$ cat src/rtl/add_seq_pkg.sv
// Shared types and constants for the multi-cycle wide add/subtract sequencer.
package add_seq_pkg;

  localparam int SLICE_W = 16;

  typedef enum logic [1:0] {
    ST_IDLE = 2'd0,
    ST_RUN  = 2'd1,
    ST_DONE = 2'd2
  } state_t;

  function automatic int clog2(input int n);
    int r;
    r = 32'sd0;
    while ((32'sd1 << r) < n) r = r + 32'sd1;
    return r;
  endfunction

endpackage

$ cat src/rtl/add_seq_ctrl_if.sv
// Request/result bundle between the ALU front end and add_seq_ctrl.
// Carries the acc request only when ADD_SEQ_CTRL_ACC_EN is defined.
interface add_seq_ctrl_if #(parameter int WORDS = 4);
  import add_seq_pkg::*;

  localparam int W = SLICE_W * WORDS;

  logic         start;
  logic         op_sub;
  logic [W-1:0] a;
  logic [W-1:0] b;
`ifdef ADD_SEQ_CTRL_ACC_EN
  logic         acc;
`endif
  logic         ready;
  logic         busy;
  logic         done;
  logic [W-1:0] result;
  logic         carry_out;
  logic         overflow;

`ifdef ADD_SEQ_CTRL_ACC_EN
  modport master (output start, op_sub, a, b, acc,
                  input  ready, busy, done, result, carry_out, overflow);
  modport slave  (input  start, op_sub, a, b, acc,
                  output ready, busy, done, result, carry_out, overflow);
`else
  modport master (output start, op_sub, a, b,
                  input  ready, busy, done, result, carry_out, overflow);
  modport slave  (input  start, op_sub, a, b,
                  output ready, busy, done, result, carry_out, overflow);
`endif

endinterface

$ cat src/rtl/add_seq_ctrl_sum_16b.sv
// 16-bit adder slice: four 4-bit lookahead groups with a group-level carry chain.
module sum_16b (
  input  logic [15:0] a,
  input  logic [15:0] b,
  input  logic        c_in,
  output logic        G,
  output logic        P,
  output logic [15:0] sum,
  output logic        Cout
);

  logic [15:0] g_s;
  logic [15:0] p_s;
  logic [15:0] c_s;
  logic [3:0]  gg_s;
  logic [3:0]  gp_s;
  logic [4:0]  gc_s;

  // Group generate/propagate, group carries, then bit carries inside each group.
  always_comb begin
    g_s  = a & b;
    p_s  = a ^ b;
    gg_s = 4'b0000;
    gp_s = 4'b0000;
    c_s  = 16'h0000;
    gc_s = 5'b00000;
    for (int j = 0; j < 4; j++) begin
      gg_s[j] = g_s[4*j+3]
              | (p_s[4*j+3] & g_s[4*j+2])
              | (p_s[4*j+3] & p_s[4*j+2] & g_s[4*j+1])
              | (p_s[4*j+3] & p_s[4*j+2] & p_s[4*j+1] & g_s[4*j]);
      gp_s[j] = &p_s[4*j +: 4];
    end
    gc_s[0] = c_in;
    for (int j = 0; j < 4; j++) begin
      gc_s[j+1] = gg_s[j] | (gp_s[j] & gc_s[j]);
    end
    for (int j = 0; j < 4; j++) begin
      c_s[4*j] = gc_s[j];
      for (int i = 0; i < 3; i++) begin
        c_s[4*j+i+1] = g_s[4*j+i] | (p_s[4*j+i] & c_s[4*j+i]);
      end
    end
    sum  = p_s ^ c_s;
    Cout = gc_s[4];
    G    = gg_s[3] | (gp_s[3] & gg_s[2]) | (gp_s[3] & gp_s[2] & gg_s[1])
         | (gp_s[3] & gp_s[2] & gp_s[1] & gg_s[0]);
    P    = &gp_s;
  end

endmodule

$ cat src/rtl/add_seq_ctrl.sv
// Wide add/subtract sequencer reusing one 16-bit slice, LSB beat first.
// Optional accumulate mode (A <- current result) enabled by ADD_SEQ_CTRL_ACC_EN.
module add_seq_ctrl
  import add_seq_pkg::*;
#(
  parameter int WORDS = 4
) (
  input  logic          clk,
  input  logic          rst_n,
  add_seq_ctrl_if.slave bus
);

  localparam int W  = SLICE_W * WORDS;
  localparam int BW = clog2(WORDS);
  localparam logic [BW-1:0] LAST_BEAT = BW'(WORDS - 1);

  state_t               state_r;
  logic [BW-1:0]        beat_r;
  logic                 carry_r;
  logic                 op_sub_r;
  logic [W-1:0]         a_r;
  logic [W-1:0]         b_r;
  logic [W-1:0]         result_r;
  logic                 ready_r;
  logic                 busy_r;
  logic                 done_r;
  logic                 carry_out_r;
  logic                 overflow_r;

  logic [BW+3:0]        base_s;
  logic [SLICE_W-1:0]   slice_a_s;
  logic [SLICE_W-1:0]   slice_b_s;
  logic [SLICE_W-1:0]   sum_s;
  logic                 cin_s;
  logic                 cout_s;
  logic                 ov_s;
  logic [W-1:0]         a_sel_s;
  logic                 slice_g_unused;
  logic                 slice_p_unused;

  // Steer the current beat into the slice and form the final-beat overflow.
  always_comb begin
    base_s    = {beat_r, 4'b0000};
    slice_a_s = a_r[base_s +: SLICE_W];
    slice_b_s = b_r[base_s +: SLICE_W] ^ {SLICE_W{op_sub_r}};
    if (beat_r == {BW{1'b0}}) begin
      cin_s = op_sub_r;
    end else begin
      cin_s = carry_r;
    end
    ov_s = (a_r[W-1] == (b_r[W-1] ^ op_sub_r)) && (sum_s[SLICE_W-1] != a_r[W-1]);
`ifdef ADD_SEQ_CTRL_ACC_EN
    if (bus.acc) begin
      a_sel_s = result_r;
    end else begin
      a_sel_s = bus.a;
    end
`else
    a_sel_s = bus.a;
`endif
  end

  sum_16b u_slice (
    .a    (slice_a_s),
    .b    (slice_b_s),
    .c_in (cin_s),
    .G    (slice_g_unused),
    .P    (slice_p_unused),
    .sum  (sum_s),
    .Cout (cout_s)
  );

  // Sequencer FSM: operand capture, per-beat writeback and status flags.
  always_ff @(posedge clk or negedge rst_n) begin
    if (!rst_n) begin
      state_r     <= ST_IDLE;
      beat_r      <= {BW{1'b0}};
      carry_r     <= 1'b0;
      op_sub_r    <= 1'b0;
      a_r         <= {W{1'b0}};
      b_r         <= {W{1'b0}};
      result_r    <= {W{1'b0}};
      ready_r     <= 1'b1;
      busy_r      <= 1'b0;
      done_r      <= 1'b0;
      carry_out_r <= 1'b0;
      overflow_r  <= 1'b0;
    end else begin
      case (state_r)
        ST_RUN: begin
          result_r[base_s +: SLICE_W] <= sum_s;
          carry_r <= cout_s;
          if (beat_r == LAST_BEAT) begin
            state_r     <= ST_DONE;
            beat_r      <= {BW{1'b0}};
            ready_r     <= 1'b1;
            busy_r      <= 1'b0;
            done_r      <= 1'b1;
            carry_out_r <= cout_s;
            overflow_r  <= ov_s;
          end else begin
            beat_r <= beat_r + {{(BW-1){1'b0}}, 1'b1};
          end
        end
        ST_IDLE, ST_DONE: begin
          done_r <= 1'b0;
          if (bus.start) begin
            state_r  <= ST_RUN;
            beat_r   <= {BW{1'b0}};
            carry_r  <= 1'b0;
            op_sub_r <= bus.op_sub;
            a_r      <= a_sel_s;
            b_r      <= bus.b;
            ready_r  <= 1'b0;
            busy_r   <= 1'b1;
          end else begin
            state_r <= ST_IDLE;
            ready_r <= 1'b1;
            busy_r  <= 1'b0;
          end
        end
        default: begin
          state_r <= ST_IDLE;
          beat_r  <= {BW{1'b0}};
          ready_r <= 1'b1;
          busy_r  <= 1'b0;
          done_r  <= 1'b0;
        end
      endcase
    end
  end

  assign bus.ready     = ready_r;
  assign bus.busy      = busy_r;
  assign bus.done      = done_r;
  assign bus.result    = result_r;
  assign bus.carry_out = carry_out_r;
  assign bus.overflow  = overflow_r;

endmodule

$ cat src/flat_wrapper.sv
// flat-port wrapper written by rule: the top's interface ports become plain ports
module add_seq_ctrl_flat import add_seq_pkg::*;
#(
  parameter int WORDS = 4
)
  (clk, rst_n, bus_start, bus_op_sub, bus_a, bus_b, bus_ready, bus_busy, bus_done, bus_result, bus_carry_out, bus_overflow);
  add_seq_ctrl_if #(.WORDS(WORDS)) bus_i ();
  input  logic clk;
  input  logic rst_n;
  input wire logic [$bits(bus_i.start)-1:0] bus_start;
  input wire logic [$bits(bus_i.op_sub)-1:0] bus_op_sub;
  input wire logic [$bits(bus_i.a)-1:0] bus_a;
  input wire logic [$bits(bus_i.b)-1:0] bus_b;
  output wire logic [$bits(bus_i.ready)-1:0] bus_ready;
  output wire logic [$bits(bus_i.busy)-1:0] bus_busy;
  output wire logic [$bits(bus_i.done)-1:0] bus_done;
  output wire logic [$bits(bus_i.result)-1:0] bus_result;
  output wire logic [$bits(bus_i.carry_out)-1:0] bus_carry_out;
  output wire logic [$bits(bus_i.overflow)-1:0] bus_overflow;
  assign bus_i.start = bus_start;
  assign bus_i.op_sub = bus_op_sub;
  assign bus_i.a = bus_a;
  assign bus_i.b = bus_b;
  assign bus_ready = bus_i.ready;
  assign bus_busy = bus_i.busy;
  assign bus_done = bus_i.done;
  assign bus_result = bus_i.result;
  assign bus_carry_out = bus_i.carry_out;
  assign bus_overflow = bus_i.overflow;
  add_seq_ctrl #(.WORDS(WORDS)) u_core (.clk(clk), .rst_n(rst_n), .bus(bus_i));
endmodule
$ cat config.mk
export PLATFORM = sky130hd
export DESIGN_NAME = add_seq_ctrl_flat
export DESIGN_NICKNAME = d
export VERILOG_FILES = /design/src/rtl/add_seq_pkg.sv /design/src/rtl/add_seq_ctrl_if.sv /design/src/rtl/add_seq_ctrl_sum_16b.sv /design/src/rtl/add_seq_ctrl.sv /design/src/flat_wrapper.sv
export SDC_FILE = /design/constraint.sdc
export NUM_CORES = 1
export LEC_CHECK = 0
export CORE_ASPECT_RATIO = 1.2
export CORE_UTILIZATION = 55
export DETAILED_ROUTE_END_ITERATION = 7
export HOLD_SLACK_MARGIN = 0.05
export PLACE_DENSITY = 0.95
export SLEW_MARGIN = 20
export SYNTH_ARGS = -nofsm -noshare
export SYNTH_HDL_FRONTEND = slang
export SYNTH_SLANG_ARGS = --single-unit
export TNS_END_PERCENT = 1
$ cat constraint.sdc
create_clock -name clk -period 13.25 [get_ports clk]
set_clock_uncertainty 0.2 [all_clocks]
set_input_delay 2.65 -clock clk [delete_from_list [all_inputs] [get_ports clk]]
set_output_delay 2.65 -clock clk [all_outputs]
set_load 0.05 [all_outputs]
==> results of run 1 <==
==> path summary, 6_finish.rpt <==
check | start | endpoint
setup / recovery | u_core.beat_r[0]$_DFFE_PN0P_ | u_core.bus.overflow$_DFFE_PN0P_
hold / removal | u_core.a_r[41]$_DFFE_PN0P_ | u_core.a_r[41]$_DFFE_PN0P_
setup reg to reg | u_core.beat_r[0]$_DFFE_PN0P_ | u_core.bus.overflow$_DFFE_PN0P_
hold reg to reg | u_core.a_r[41]$_DFFE_PN0P_ | u_core.a_r[41]$_DFFE_PN0P_
max in group asynchronous | rst_n | u_core.beat_r[0]$_DFFE_PN0P_
min in group asynchronous | rst_n | u_core.a_r[35]$_DFFE_PN0P_
==> critical path, stage by stage (launching register included) <==
cell     delay, ps
dfrtp_2        560
buf_4          560
mux4_2         600
xor2_1         350
ha_1           360
a21oi_1        180
o21a_1         170
o21ai_0        110
fa_1           390
fa_1           360
inv_1           70
fa_1           180
xor2_1         480
nand3_1        150
a31oi_1        190
==> layer usage <==
| layer | vias up | track usage [%] | wire [µm] | share of wire, % |
|---|---|---|---|---|
| met5 | - | 0 | 0 | 0 |
| met2 | 404 | 52.7 | 13100 | 52 |
| li1 | 3303 | - | - | - |
| met3 | 96 | 4.33 | 1720 | 6.8 |
| met4 | 0 | 15.6 | 1250 | 5.0 |
| met1 | 3730 | 36.0 | 9110 | 36 |
==> flip-flops by register name (all words and copies together), names as in the netlist <==
| register | cells |
|---|---|
| u_core.bus.overflow | 1 |
| u_core.beat_r | 2 |
| u_core.bus.ready | 1 |
| u_core.op_sub_r | 1 |
| u_core.a_r | 64 |
| u_core.state_r | 2 |
| u_core.bus.carry_out | 1 |
| u_core.b_r | 64 |
| u_core.carry_r | 1 |
| u_core.bus.result | 64 |
==> cell type report <==
class,count,area [µm²]
flip-flops and latches,201,5030
fillers,1041,4360
multi-input cells,636,3860
repair buffers,205,2050
clock buffers,24,514
well taps,212,265
clock inverters,9,123
inverters,19,71.3
==> stage by stage <==
stage	instances	setup slack [ps]	utilization (%)	hold slack (ps)
after CTS	1306	8210	73.2	277
after floorplan	903	8850	-	240
after global placement	1273	8190	69.3	253
after detailed placement	1273	8160	69.3	258
final	1306	8230	73.2	275
after global routing	1306	7880	73.2	293
==> where the power goes <==
group / internal, mW / switching (mW)
logic: 0.784 / 1.34
clock network: 0.334 / 0.233
registers: 0.880 / 0.206
==> synth_stat cells (3+ instances only) <==
cell / count
nor2_1: 8
a22o_1: 28
mux4_2: 32
buf_2: 10
ha_1: 22
or3_1: 4
nand2b_1: 3
o21ai_2: 9
a21oi_1: 8
fa_1: 12
nand4_1: 4
clkbuf_1: 32
buf_4: 3
xor2_1: 20
nand2_1: 429
dfrtp_1: 200
inv_1: 19
o21ai_0: 31
==> cell families (layout without fill, tap and decap cells) <==
kind of cell,Yosys count,in the layout,share of synthesized area [%]
buffers and inverters,66,257,3.05
adders and majority gates,34,34,5.63
muxes,33,33,7.98
and+or+nand+nor,461,461,19.8
xor gates and xnor gates,21,21,2.01
AOI/OAI and AO/OA,87,87,6.60
DFF,201,201,54.9
==> out/results.ini, run 1 <==
[global_routing]
grt_max_degree=119
grt_pass1_wl_um=39800
first_global_vias=7783
grt_remaining_overflow=0
grt_usage_pct=30.0
antenna_found_initial=0

[layout]
final_common_cell=nand2_1
drive_gt1_share_pct=8.14
n_antenna_cell=0
mostFrequentLayoutCells=nand2_1, clkdlybuf4s50_1, dfrtp_1
final_nets=1248
syn_to_final_growth_pct=30.1
fin_area_um2=11900

[hold_path]
hold_class=reg -> reg
whs_path_depth=2

[clocking]
cts_resized=0
cts_tree=done
htree_levels=1
clkTransAtPathRegs_ps=70
root_buffer=clkbuf_16
hold_buffers=0
clk_latency_ps=490
cts_made_buffers=19
post-cts-setup-buffer-count=0
clock_sinks=201
cts_buffer_depth=3

[worst_setup_path]
crit_type=reg -> reg
rr_worst_depth=14
cp.required_ps=13460
critPathCaptureType=flip-flop
startpoint_type=flip-flop
cp.arrival_ps=5220
worst-r2r-setup-slack_ps=8230
crit_path_max_fanout=32

[synthesis]
seq_area_frac_synth_pct=54.9
netlist-cell-type-count=41
ys.warnings.count=0
ys_ff_latch=201
syn-mean-instance-area_um2=10.1
yosysTopAreaCell=dfrtp_1
synth_enable_flop_cells=0
synth_ff_type=dfrtp_1
ys_top_cells_by_area=dfrtp_1, nand2_1, mux4_2, ha_1, a22o_1
yosysTopAreaCellShare_pct=54.7
async_reset_ff_share_pct=100
syn_inst=903
synth_nets=1069
netlist_area_um2=9160

[floorplanning]
rows=51
coreArea_um2=16300
die_area_um2=17200
chipHeight_um=143
start_util_pct=56.3
io_pins=201
die_w_um=120

[timing]
tightest_slew_ps=963
rsz0062_at_grt=false
max_slew_margin_pct=35.8
setup_tns_ps=0
finalMaxSlewViolations=0
setup_viol=0
finalCritPeriodShare_pct=37.9
hold_viol=0
fmax_mhz=199
fin_crit_ps=5020

[route]
dr.pass1.iters=5
ant_nets=0
drc=0
viasPerCell=5.77
wl_per_cell_um=19.3
drt-total-wl_um=25100
num_vias=7533
drtIter0Drc=696

[placed_design]
port_buffers=200
dpl_cell_area_um2=11300
post-dp-hpwl_um=17500
routabilityCongestion=0.866

[power_and_ir_drop]
p_total_mw=3.78
p_per_area_nw_per_um2=317
p_leak_nw=5.76
ir_worst_vdd_uv=223

[flow_run]
max_cap_violations=0

[outcome]
status=finished, final reports clean

Power figures use the tool's default switching activity.
==> run 2, diff against run 1 <==
--- a/config.mk
+++ b/config.mk
@@ -6,10 +6,10 @@
 export NUM_CORES = 1
 export LEC_CHECK = 0
 export CORE_ASPECT_RATIO = 1.2
-export CORE_UTILIZATION = 55
+export CORE_UTILIZATION = 51
 export DETAILED_ROUTE_END_ITERATION = 7
 export HOLD_SLACK_MARGIN = 0.05
-export PLACE_DENSITY = 0.95
+export PLACE_DENSITY = 0.91
 export SLEW_MARGIN = 20
 export SYNTH_ARGS = -nofsm -noshare
 export SYNTH_HDL_FRONTEND = slang
==> constraint.sdc (replaced) <==
create_clock -name clk -period 4.9 [get_ports clk]
set_clock_uncertainty 0.2 [all_clocks]
set_input_delay 0.98 -clock clk [delete_from_list [all_inputs] [get_ports clk]]
set_output_delay 0.98 -clock clk [all_outputs]
set_load 0.05 [all_outputs]
==> run 2 against run 1 <==
Effect of this change: first-iteration DRC count down 8.5%; largest power group unchanged; maximum frequency rose by 8.7%; sequential share of layout area is 0.46 points lower; routed wire length fell by 0.54%; cell area rose by 1.1%; sequential power rose to 2.7 times the previous value; setup slack worse by 7900 ps; count of clock-buffer cells in the layout increased by 3; final cell count is 1.1% higher; worst hold slack barely moved; register-to-register slack lost 7900 ps.
==> out/results.ini, run 2 (same netlist as run 1, synthesis figures left out) <==
[clocking]
cts_buffer_depth=3  ; unchanged
root_buffer=clkbuf_16
clock_sinks=201  ; unchanged
clkTransAtPathRegs_ps=60  ; about the same
hold_buffers=0  ; unchanged
htree_levels=1  ; unchanged
cts_tree=done
clk_latency_ps=490  ; about the same
cts_made_buffers=20  ; +1

[floorplanning]
io_pins=201  ; unchanged
die_area_um2=18500  ; +7.7%
die_w_um=124  ; +3.8%
rows=53  ; +3.9%
coreArea_um2=17600  ; +8.0%
start_util_pct=52.1  ; -4.2 points
chipHeight_um=149  ; +3.8%

[global_routing]
first_global_vias=7644  ; -1.8%
grt_max_degree=103  ; -13%
antenna_found_initial=0  ; unchanged
grt_pass1_wl_um=39700  ; -0.19%
grt_usage_pct=27.5  ; -2.5 points
grt_remaining_overflow=0  ; unchanged

[timing]
finalMaxSlewViolations=0  ; unchanged
setup_tns_ps=0  ; unchanged
fin_ws_ps=287  ; -7950 ps
rsz0062_at_grt=false
finalCritPeriodShare_pct=94.1  ; +56 points
max_slew_margin_pct=33.5  ; -2.3 points
fin_crit_ps=4610  ; -403 ps
hold_viol=0  ; unchanged
setup_viol=0  ; unchanged
tightest_slew_ps=998  ; +34.8 ps
fmax_mhz=217  ; +8.7%

[worst_setup_path]
cp.required_ps=5100  ; -8360 ps
startpoint_type=flip-flop
r2r_start=u_core.beat_r[0]$_DFFE_PN0P_
crit_path_frequent_cell=fa_1
max_stage_delay_ps=570  ; -30 ps
cp.arrival_ps=4810  ; -410 ps
critPathCaptureType=flip-flop
crit_path_cell_trace=buf_4 -> mux4_2 -> ha_1 -> a21o_1 -> a21oi_1 -> o21ai_0 -> nor2_1 -> o21ai_0 -> fa_1 -> fa_1 -> inv_1 -> fa_1 -> xor2_1 -> buf_4 -> nand3_1 -> a31oi_1
crit_type=reg -> reg
worst-r2r-setup-slack_ps=290  ; -7950 ps
crit_path_start=u_core.beat_r[0]$_DFFE_PN0P_
crit_path_max_fanout=12  ; -63%
cp_slowest_cell=dfrtp_4

[hold_path]
hold_start=u_core.b_r[40]$_DFFE_PN0P_
hold_class=reg -> reg

[route]
num_vias=7453  ; -1.1%
wl_per_cell_um=18.9  ; -1.7%
wl_met1_um=9240  ; +1.4%
route.met2.wl_um=13200  ; +1.1%
drt-total-wl_um=25000  ; -0.54%
drc=0  ; unchanged
top_layer=met4
ant_nets=0  ; unchanged
viasPerCell=5.64  ; -2.2%
route.met3.wl_um=1490  ; -13%
dr.pass1.iters=5  ; unchanged
drtIter0Drc=637  ; -8.5%

[power_and_ir_drop]
p_per_area_nw_per_um2=858  ; +170%
p_leak_nw=5.83  ; +1.2%
p_total_mw=10.3  ; +170%
ir_worst_vdd_uv=523  ; +130%

[placed_design]
port_buffers=200  ; unchanged
routabilityCongestion=0.869  ; +0.33%
dp_slack_ps=159  ; -8000 ps
post-dp-hpwl_um=18100  ; +3.4%
dp.cells=1288  ; +1.2%

[layout]
n_antenna_cell=0  ; unchanged
final_nets=1257  ; +0.72%
drive_gt1_share_pct=8.90  ; +0.77 points
fin_cells=1321  ; +1.1%
syn_to_final_growth_pct=31.6
final_common_cell=nand2_1
mostFrequentLayoutCells=nand2_1, clkdlybuf4s50_1, dfrtp_1
fillerInstances=1201  ; +15%
postLayoutCoreUtil_pct=68.6  ; -4.6 points

[outcome]
status=finished, final reports clean

[flow_run]
max_cap_violations=0  ; unchanged

==> run 2: changes by cell type in the layout (fill, tap and decap cells not counted), sizes merged <==
cell | previous run | this run
buf | 5 | 12
clkbuf | 25 | 29
clkinv | 5 | 3
bufinv | 3 | 2
clkinvlp | 1 | 0
==> run 2: stage by stage <==
stage          hold WS [ps]  instance area [µm²]
3_3_place_gp            254                11400
3_5_place_dp            262                11400
5_1_grt                 295                12100
4_1_cts                 277                12000
6_report                274                12100
2_1_floorplan           240                 9160
==> run 2: what timing repair did <==
action	in CTS	in global routing
resized for setup	0	1
buffers inserted	0	1
setup endpoints to repair	0	11
==> run 2: power by group <==
group	switching, mW	internal, mW
clock	0.618	0.954
sequential	0.571	2.38
combinational	3.62	2.20
total	4.81	5.53
==> run 2: final timing paths <==
kind / endpoint / cells past startpoint
max: u_core.bus.overflow$_DFFE_PN0P_ / 16
min: u_core.b_r[40]$_DFFE_PN0P_ / 2
max reg2reg: u_core.bus.overflow$_DFFE_PN0P_ / 16
min reg2reg: u_core.b_r[40]$_DFFE_PN0P_ / 2
max in group asynchronous: u_core.b_r[63]$_DFFE_PN0P_ / 2
min in group asynchronous: u_core.a_r[29]$_DFFE_PN0P_ / 1
==> run 2: final cells by class <==
| type | count | area [µm²] | area share, % |
|---|---|---|---|
| clock buffer | 27 | 598 | 4.96 |
| clock inverter | 5 | 75.1 | 0.623 |
| inverter | 19 | 71.3 | 0.592 |
| multi-input combinational | 636 | 3860 | 32.0 |
| sequential | 201 | 5040 | 41.8 |
| tap | 220 | 275 | 2.28 |
| timing repair buffer | 213 | 2130 | 17.7 |
==> run 2: routing by layer <==
metal | up-vias | GRT usage (%)
li1 | 3316 | -
met1 | 3692 | 32.8
met2 | 370 | 50.2
met3 | 75 | 3.23
met4 | 0 | 12.2
met5 | - | 0
==> run 2: critical path, delay by kind of cell (launching register included) <==
family,cells,cell delay (ps)
xor gates and xnor gates,1,180
DFF,1,570
muxes,1,540
buffers and inverters,3,520
and+or+nand+nor,2,290
adders and majority gates,4,1280
AOI/OAI and AO/OA,5,930
